$ cat config.mk
export PLATFORM = sky130hd
export DESIGN_NAME = hazard_ctrl
export DESIGN_NICKNAME = d
export VERILOG_FILES = /design/src/rtl/mips_pkg.sv /design/src/rtl/sat_counter.sv /design/src/rtl/hazard_ctrl.sv
export SDC_FILE = /design/constraint.sdc
export NUM_CORES = 1
export LEC_CHECK = 0
export CORE_MARGIN = 2
export CORE_UTILIZATION = 47
export DETAILED_ROUTE_END_ITERATION = 10
export PLACE_DENSITY = 0.83
export SLEW_MARGIN = 25
export SYNTH_ARGS = -nofsm -noshare
export SYNTH_HDL_FRONTEND = slang
export SYNTH_SLANG_ARGS = --single-unit
$ cat constraint.sdc
create_clock -name clk -period 4.6 [get_ports clk]
set_input_delay 1.38 -clock clk [delete_from_list [all_inputs] [get_ports clk]]
set_output_delay 1.38 -clock clk [all_outputs]
set_load 0.1 [all_outputs]
$ cat src/rtl/mips_pkg.sv
// mips_pkg: shared register-field constants and hazard controller state encoding.
package mips_pkg;
   localparam int REG_W = 5;
   localparam logic [REG_W-1:0] REG_ZERO = 5'd0;
   typedef enum logic [1:0] {
      HZ_RUN        = 2'd0,
      HZ_LOAD_STALL = 2'd1,
      HZ_FLUSH      = 2'd2,
      HZ_FREEZE     = 2'd3
   } hz_state_e;
endpackage

$ cat src/rtl/sat_counter.sv
// sat_counter: W-bit event counter that sticks at all-ones.
module sat_counter #(
   parameter int W = 16
) (
   input  logic         clk,
   input  logic         reset,
   input  logic         inc,
   output logic [W-1:0] count
);
   always_ff @(posedge clk) begin
      if (reset) count <= '0;
      else if (inc && !(&count)) count <= count + W'(1);
   end
endmodule

$ cat src/rtl/hazard_ctrl.sv
// hazard_ctrl: load-use stall, redirect flush and memory-busy freeze control
// for the pipeline front end, with saturating stall/flush counters.
module hazard_ctrl
   import mips_pkg::*;
#(
   parameter int LOAD_USE_STALLS = 1,
   parameter int FLUSH_CYCLES    = 1,
   parameter int CNT_W           = 16
) (
   input  logic             clk,
   input  logic             reset,
   input  logic [REG_W-1:0] idRsIn,
   input  logic [REG_W-1:0] idRtIn,
   input  logic             idUsesRtIn,
   input  logic             exMemReadIn,
   input  logic [REG_W-1:0] exRtIn,
   input  logic             exBranchTakenIn,
   input  logic             exJumpIn,
   input  logic             memBusyIn,
   output logic             pcWrite,
   output logic             ifidWrite,
   output logic             ifidFlush,
   output logic             idexFlush,
   output logic             pipeFreeze,
   output logic [1:0]       stateOut,
   output logic [CNT_W-1:0] stallCount,
   output logic [CNT_W-1:0] flushCount
);
   localparam int MAXC = (LOAD_USE_STALLS > FLUSH_CYCLES) ? LOAD_USE_STALLS : FLUSH_CYCLES;
   localparam int CW   = $clog2(MAXC + 1);
   hz_state_e     state, ret_state, eff;
   logic [CW-1:0] cnt;
   logic          redirect, load_use, do_flush, do_stall, live;
   // Leaving FREEZE, the cycle behaves as the state that was interrupted.
   always_comb begin
      eff      = (state == HZ_FREEZE) ? ret_state : state;
      live     = ~reset & ~memBusyIn;
      redirect = exBranchTakenIn | exJumpIn;
      load_use = exMemReadIn && exRtIn != REG_ZERO &&
                 (exRtIn == idRsIn || (idUsesRtIn && exRtIn == idRtIn));
      do_flush = live & (redirect | (eff == HZ_FLUSH));
      do_stall = live & ~do_flush & ((eff == HZ_LOAD_STALL) | ((eff == HZ_RUN) & load_use));
   end
   assign pcWrite    = live & ~do_stall;
   assign ifidWrite  = live & ~do_stall;
   assign ifidFlush  = do_flush;
   assign idexFlush  = do_flush | do_stall;
   assign pipeFreeze = ~reset & memBusyIn;
   assign stateOut   = state;
   always_ff @(posedge clk) begin
      if (reset) begin
         state     <= HZ_RUN;
         ret_state <= HZ_RUN;
         cnt       <= '0;
      end else if (memBusyIn) begin
         if (state != HZ_FREEZE) begin
            ret_state <= state;
            state     <= HZ_FREEZE;
         end
      end else if (redirect) begin
         state <= (FLUSH_CYCLES > 1) ? HZ_FLUSH : HZ_RUN;
         cnt   <= CW'(FLUSH_CYCLES - 1);
      end else if (eff == HZ_FLUSH || eff == HZ_LOAD_STALL) begin
         state <= (cnt == CW'(1)) ? HZ_RUN : eff;
         cnt   <= cnt - CW'(1);
      end else if (load_use) begin
         state <= (LOAD_USE_STALLS > 1) ? HZ_LOAD_STALL : HZ_RUN;
         cnt   <= CW'(LOAD_USE_STALLS - 1);
      end else begin
         state <= HZ_RUN;
      end
   end
   sat_counter #(.W(CNT_W)) u_stall_cnt (
      .clk(clk), .reset(reset), .inc(do_stall), .count(stallCount)
   );
   sat_counter #(.W(CNT_W)) u_flush_cnt (
      .clk(clk), .reset(reset), .inc(do_flush & redirect), .count(flushCount)
   );
endmodule

==> impl_metrics.ini, run 1 <==
[global_route]
grt_pass1_wl_um = 8680
antenna_found_initial = 0
grt_overflow = 0
grt_usage_pct = 21.4
grt_max_degree = 27
grt_pass1_vias = 1950

[layout]
finalInstanceArea_sq_um = 2870
finalNetCount = 339
post-route-util_pct = 70.2
antenna_cells = 0
final_cells = 363
post_route_cells_drive_above_1_share_pct = 10.9
area_growth_pct = 41.4

[synth]
synthesis.nets = 271
ys_seq_elements = 37
synthFlopType = dfxtp_1
yosys.area.top_type = dfxtp_1
yosysTopAreaCellShare_pct = 36.5
synth_cells = 244
async_flop_share_pct = 0
netlist_area_sq_um = 2030
yosys_warnings = 0
synth_adder_area_share_pct = 3.08
synth_top_family_by_area = simple AND/OR/NAND/NOR gates
synth.area.top_cells = dfxtp_1 36%, xnor2_1 9.5%, nor2_1 4.8%
avgSynthCellArea_sq_um = 8.32
synthDistinctLibCells = 50
synth_edf_count = 0
synth_compound_area_share_pct = 13.3
seq_area_frac_synth_pct = 36.5
yosys-mux-area-fraction_pct = 2.10
synthSimpleGateAreaFrac_pct = 30.0
synth-xor-area-share_pct = 10.8

[placed_design]
place_congestion = 0.784
dpl.cell_count = 354
io_buffers = 60
placed_cell_area_sq_um = 2770
hpwl_um = 3780

[route]
drtIter0Drc = 139
drt_wl_total_um = 4930
vias_per_cell = 5.45
dr.pass1.iters = 4
wl_per_cell_um = 13.6
ant_nets = 0
vias = 1978
post-route-drc-count = 0

[floorplan]
die_x_um = 69.7
core.rowCount = 23
initial_utilization_pct = 49.7
fp.coreArea_sq_um = 4090
die_h_um = 69.7
boundaryPins = 61
fp.dieArea_sq_um = 4860

[timing]
holdWs_ns = 0.500
fin_crit_sh_pct = 98.9
setup_viol = 0
slew_viol_final = 0
maxSlewHeadroom_pct = 32.6
hold_viol = 0
fin_crit_ns = 4.55
fmaxAchievable_mhz = 220
finClkSkew_ns = 0.00334
worst_slew_pin_slew_ns = 1.01

[clock_tree]
cts_max_level = 2
cts_buffer_depth = 2
clk_pin_slew_ns = 0.07
hold_buffers = 0
numClockSinks = 37
clock_latency_ns = 0.28
cts_tree = yes
clk_root_buffer_cell = clkbuf_8
cts_inserted_buffers = 5

[power_and_ir_drop]
ir_worst_vdd_uv = 173
leakagePower_nw = 1.02
p_int_mw = 0.479
power_per_cell_area_nw_per_um2 = 229
p_seq_share_pct = 49.7
p_comb_share_pct = 17.6
p_sw_mw = 0.179
clockPowerShare_pct = 32.8
swShare_pct = 27.2
p_total_mw = 0.657

[critical_path]
crit_path_start_kind = input port
crit_type = in -> out
path_max_fanout = 3
worstSetupEndpointType = primary output
cp.arrival_ns = 3.17
worstPathRequired_ns = 3.22

[min_path]
min_path_type = reg -> reg

[job]
maxCapViolations = 0

[run_status]
status = completed
==> area by class of cell <==
cell class | count | area [sq um]
repair buffers | 69 | 721
flip-flops and latches | 37 | 741
well taps | 50 | 62.6
multi-input cells | 187 | 1220
clock buffers | 8 | 80.1
inverters | 12 | 45.0
fillers | 331 | 1220
==> placed cells by master (no fill, tap or decap), drive strengths merged, types with 9 or more instances in the layout <==
| cell | n |
|---|---|
| o21ai | 17 |
| nor2 | 27 |
| a21oi | 15 |
| or3 | 9 |
| xnor2 | 22 |
| buf | 14 |
| nand2 | 16 |
| inv | 11 |
| clkdlybuf4s50 | 54 |
| nand4 | 9 |
| dfxtp | 37 |
| nand3 | 10 |
==> per-layer routing <==
metal	wire length, um	global-route usage (%)	vias up
met5	0	0	-
met3	259	5.09	11
met4	110	7.48	0
met1	2210	27.0	915
met2	2360	35.9	54
li1	-	-	998
==> per-stage QoR <==
step / setup TNS [ns] / setup slack (ns)
floorplan: -0.0268 / -0.0268
detailed placement: 0 / 0.0336
global placement: 0 / 0.130
CTS: 0 / 0.0294
global route: -0.0251 / -0.0129
finish: 0 / 0.0488
==> power groups by stage <==
stage          Combinational [mW]  Clock (mW)  Sequential [mW]
4_1_cts                     0.115       0.219            0.326
2_1_floorplan              0.0509           0            0.348
3_3_place_gp                0.112           0            0.334
3_5_place_dp                0.114           0            0.334
6_report                    0.115       0.215            0.327
5_1_grt                     0.122       0.235            0.327
==> kinds of logic (layout without fill, tap and decap cells) <==
group,after synthesis,after routing
fa+ha+maj,5,5
xor+xnor,25,25
mux,4,4
simple gates,110,110
compound gates,43,43
flops,37,37
buf+inv,20,89
==> worst paths after layout <==
| check | slack, ns | to | depth (start not counted) | start |
|---|---|---|---|---|
| setup reg to reg | 1.59 | u_stall_cnt.count[9] | 12 | stateOut[0] |
| hold reg to reg | 0.50 | ret_state[1] | 2 | ret_state[1] |
| hold / removal | 0.50 | ret_state[1] | 2 | ret_state[1] |
| setup / recovery | 0.05 | pcWrite | 7 | exRtIn[3] |
==> flip-flops by register name, summed over array words and instances (netlist names) <==
name               flops
u_stall_cnt.count     16
stateOut               2
cnt                    1
u_flush_cnt.count     16
ret_state              2
==> cell usage after synthesis, drive strengths merged, types with 8 or more instances <==
library cell  number
dfxtp             37
nor2              27
xnor2             22
o21ai             17
nand2             16
a21oi             15
inv               11
nand3             10
nand4              9
or3                9
nor4               8
==> worst max-delay path, cell delays in order <==
cell and delay (ns):
clkdlybuf4s50_1 0.46, or4_4 0.52, o21ai_4 0.17, nor2_1 0.07
a21oi_2 0.19, and2_4 0.21, buf_12 0.17
==> repair_timing <==
item | 4_1_cts | 5_1_grt
gates resized for setup | 0 | 3
setup buffers | 0 | 1
setup endpoints to repair | 0 | 2
endpoints found under the hold margin | 0 | 0
(Power assumes the default switching activity.)
==> run 2, diff against run 1 <==
CORE_UTILIZATION = 48   (was 47)
SYNTH_HIERARCHICAL = 1   (was unset)
clock period = 4.9 ns   (was 4.6 ns; I/O delays follow)
==> impl_metrics.ini, run 2 <==
[timing]
maxSlewHeadroom_pct = 34.7
fin_crit_sh_pct = 97.8
slew_viol_final = 0
fin_crit_ns = 4.79
finalSetupTns_ns = 0
fmaxAchievable_mhz = 209
worst_slew_pin_slew_ns = 0.977
rsz0062_at_grt = false
setup_viol = 0
finClkSkew_ns = 0.00767
hold_viol = 0

[power_and_ir_drop]
leakagePower_nw = 0.999
ir_worst_vdd_uv = 163
power_per_cell_area_nw_per_um2 = 213

[layout]
seq_area_sq_um = 741
antenna_cells = 0
final_cells = 372
multi_input_area_sq_um = 1320
nFillCells = 379
post_route_cells_drive_above_1_share_pct = 9.69
finalNetCount = 346
area_growth_pct = 36.8
top_regs = u_flush_cnt/count: 16 flops, u_stall_cnt/count: 16 flops
final_common_cell = clkdlybuf4s50_1
most-common-layout-cells = 55 x clkdlybuf4s50_1, 37 x dfxtp_1, 25 x nor2_1

[clock_tree]
cts_max_level = 2
ctsResizeCount = 0
numClockSinks = 37
cts_setup_buffers = 0
hold_buffers = 0
cts_inserted_buffers = 5
clock_latency_ns = 0.29
cts_tree = yes
clk_root_buffer_cell = clkbuf_8
cts_buffer_depth = 2
clk_pin_slew_ns = 0.07

[job]
maxCapViolations = 0

[route]
vias_per_cell = 5.65
post-route-drc-count = 0
drt_wl_total_um = 5140
wl_per_cell_um = 13.8
vias = 2103
drtIter0Drc = 142
ant_nets = 0
dr.pass1.iters = 4

[synth]
synth.most_common_cell = dfxtp_1
synth_cells = 256
yosys.area.top_type = dfxtp_1
seq_area_frac_synth_pct = 34.7
synthDistinctLibCells = 42
synth.area.top_cells = dfxtp_1 35%, xor2_1 4.5%, nor2_1 4.4%
yosysTopAreaCellShare_pct = 34.7
synthFlopType = dfxtp_1
synthesis.nets = 283
async_flop_share_pct = 0
ys_seq_elements = 37
yosys_warnings = 6
netlist_area_sq_um = 2140
synth_edf_count = 0
ys_top_cells_by_count = 37 x dfxtp_1, 25 x nor2_1, 23 x nand2_1
avgSynthCellArea_sq_um = 8.34

[placed_design]
io_buffers = 60
hpwl_um = 3880
dpl.cell_count = 364
place_congestion = 0.826

[floorplan]
die_h_um = 70.7
fp.dieArea_sq_um = 5000
initial_utilization_pct = 49.4
core.rowCount = 24
die_x_um = 70.7
boundaryPins = 61
fp.coreArea_sq_um = 4320

[critical_path]
path_max_fanout = 3
cp.arrival_ns = 3.32
worstSetupEndpointType = primary output
crit_path_start_kind = input port
worstPathRequired_ns = 3.43
crit_type = in -> out

[global_route]
grt_use_met1_pct = 26.2
grtUsageMet3_pct = 4.42
grt_pass1_wl_um = 8580
busiest_layer = met2
grt_max_degree = 39
grt_usage_pct = 20.7
antenna_found_initial = 0
use_met2_pct = 34.3
grt_pass1_vias = 1941
grt_overflow = 0

[run_status]
status = completed

[min_path]
min_path_type = reg -> reg
run 2: changes by cell type after synthesis, sizes merged, moves of 6 or more:
cell | previous run | this run
and2 | 7 | 0
nand2 | 16 | 23
nand3 | 10 | 16
nor3 | 7 | 13
o21ai | 17 | 11
o31ai | 2 | 8
xnor2 | 22 | 5
xor2 | 3 | 11
run 2: worst paths after layout:
path                                    from                     to  slack, ns  cells past startpoint
worst max-delay path               exRtIn[1]              ifidWrite       0.11                      6
worst min-delay path            ret_state[1]           ret_state[1]       0.51                      2
worst max register to register   stateOut[0]  u_stall_cnt/count[15]       1.85                     13
worst min register to register  ret_state[1]           ret_state[1]       0.51                      2
run 2: routing by layer:
layer / part of all wire [%] / wire length (um)
met1: 46 / 2390
met2: 48 / 2490
met3: 4.4 / 227
met4: 0.78 / 40
met5: 0 / 0
run 2: final cells by class:
class / count / area share, %
inverter: 10 / 1.28
timing repair buffer: 63 / 23.0
multi-input combinational: 202 / 45.2
sequential: 37 / 25.3
clock buffer: 5 / 2.35
tap: 52 / 2.23
clock inverter: 3 / 0.599
run 2: kinds of logic after synthesis:
group	synth area share [%]
DFF	34.7
buffers and inverters	4.45
muxes	3.98
AOI/OAI and AO/OA	15.6
xor gates and xnor gates	6.56
and+or+nand+nor	31.8
adders and majority gates	2.93
run 2: through the flow:
step           instance area, sq um  total power [mW]  hold slack, ns  utilization (%)  setup slack, ns
2_1_floorplan                  2160             0.379           0.465                -           -0.242
3_3_place_gp                   2840             0.418           0.482             65.6            0.205
3_5_place_dp                   2840             0.420           0.496             65.6            0.131
4_1_cts                        2920             0.627           0.507             67.6            0.117
5_1_grt                        2920             0.644           0.524             67.6           0.0612
6_report                       2920             0.621           0.511             67.6            0.110
run 2: worst max-delay path, cell delays in order:
cell and delay, ns:
clkdlybuf4s50_1 0.47, or4_1 0.58, o21ai_1 0.22, nor2_1 0.10
a31oi_4 0.27, buf_12 0.21
run 2: power by group:
part | leakage, nW | total, mW | switching [mW] | internal, mW
Combinational | 0.656 | 0.106 | 0.0645 | 0.0419
Sequential | 0.299 | 0.307 | 0.00295 | 0.304
Clock | 0.0439 | 0.208 | 0.110 | 0.0981
Total | 0.999 | 0.621 | 0.178 | 0.444
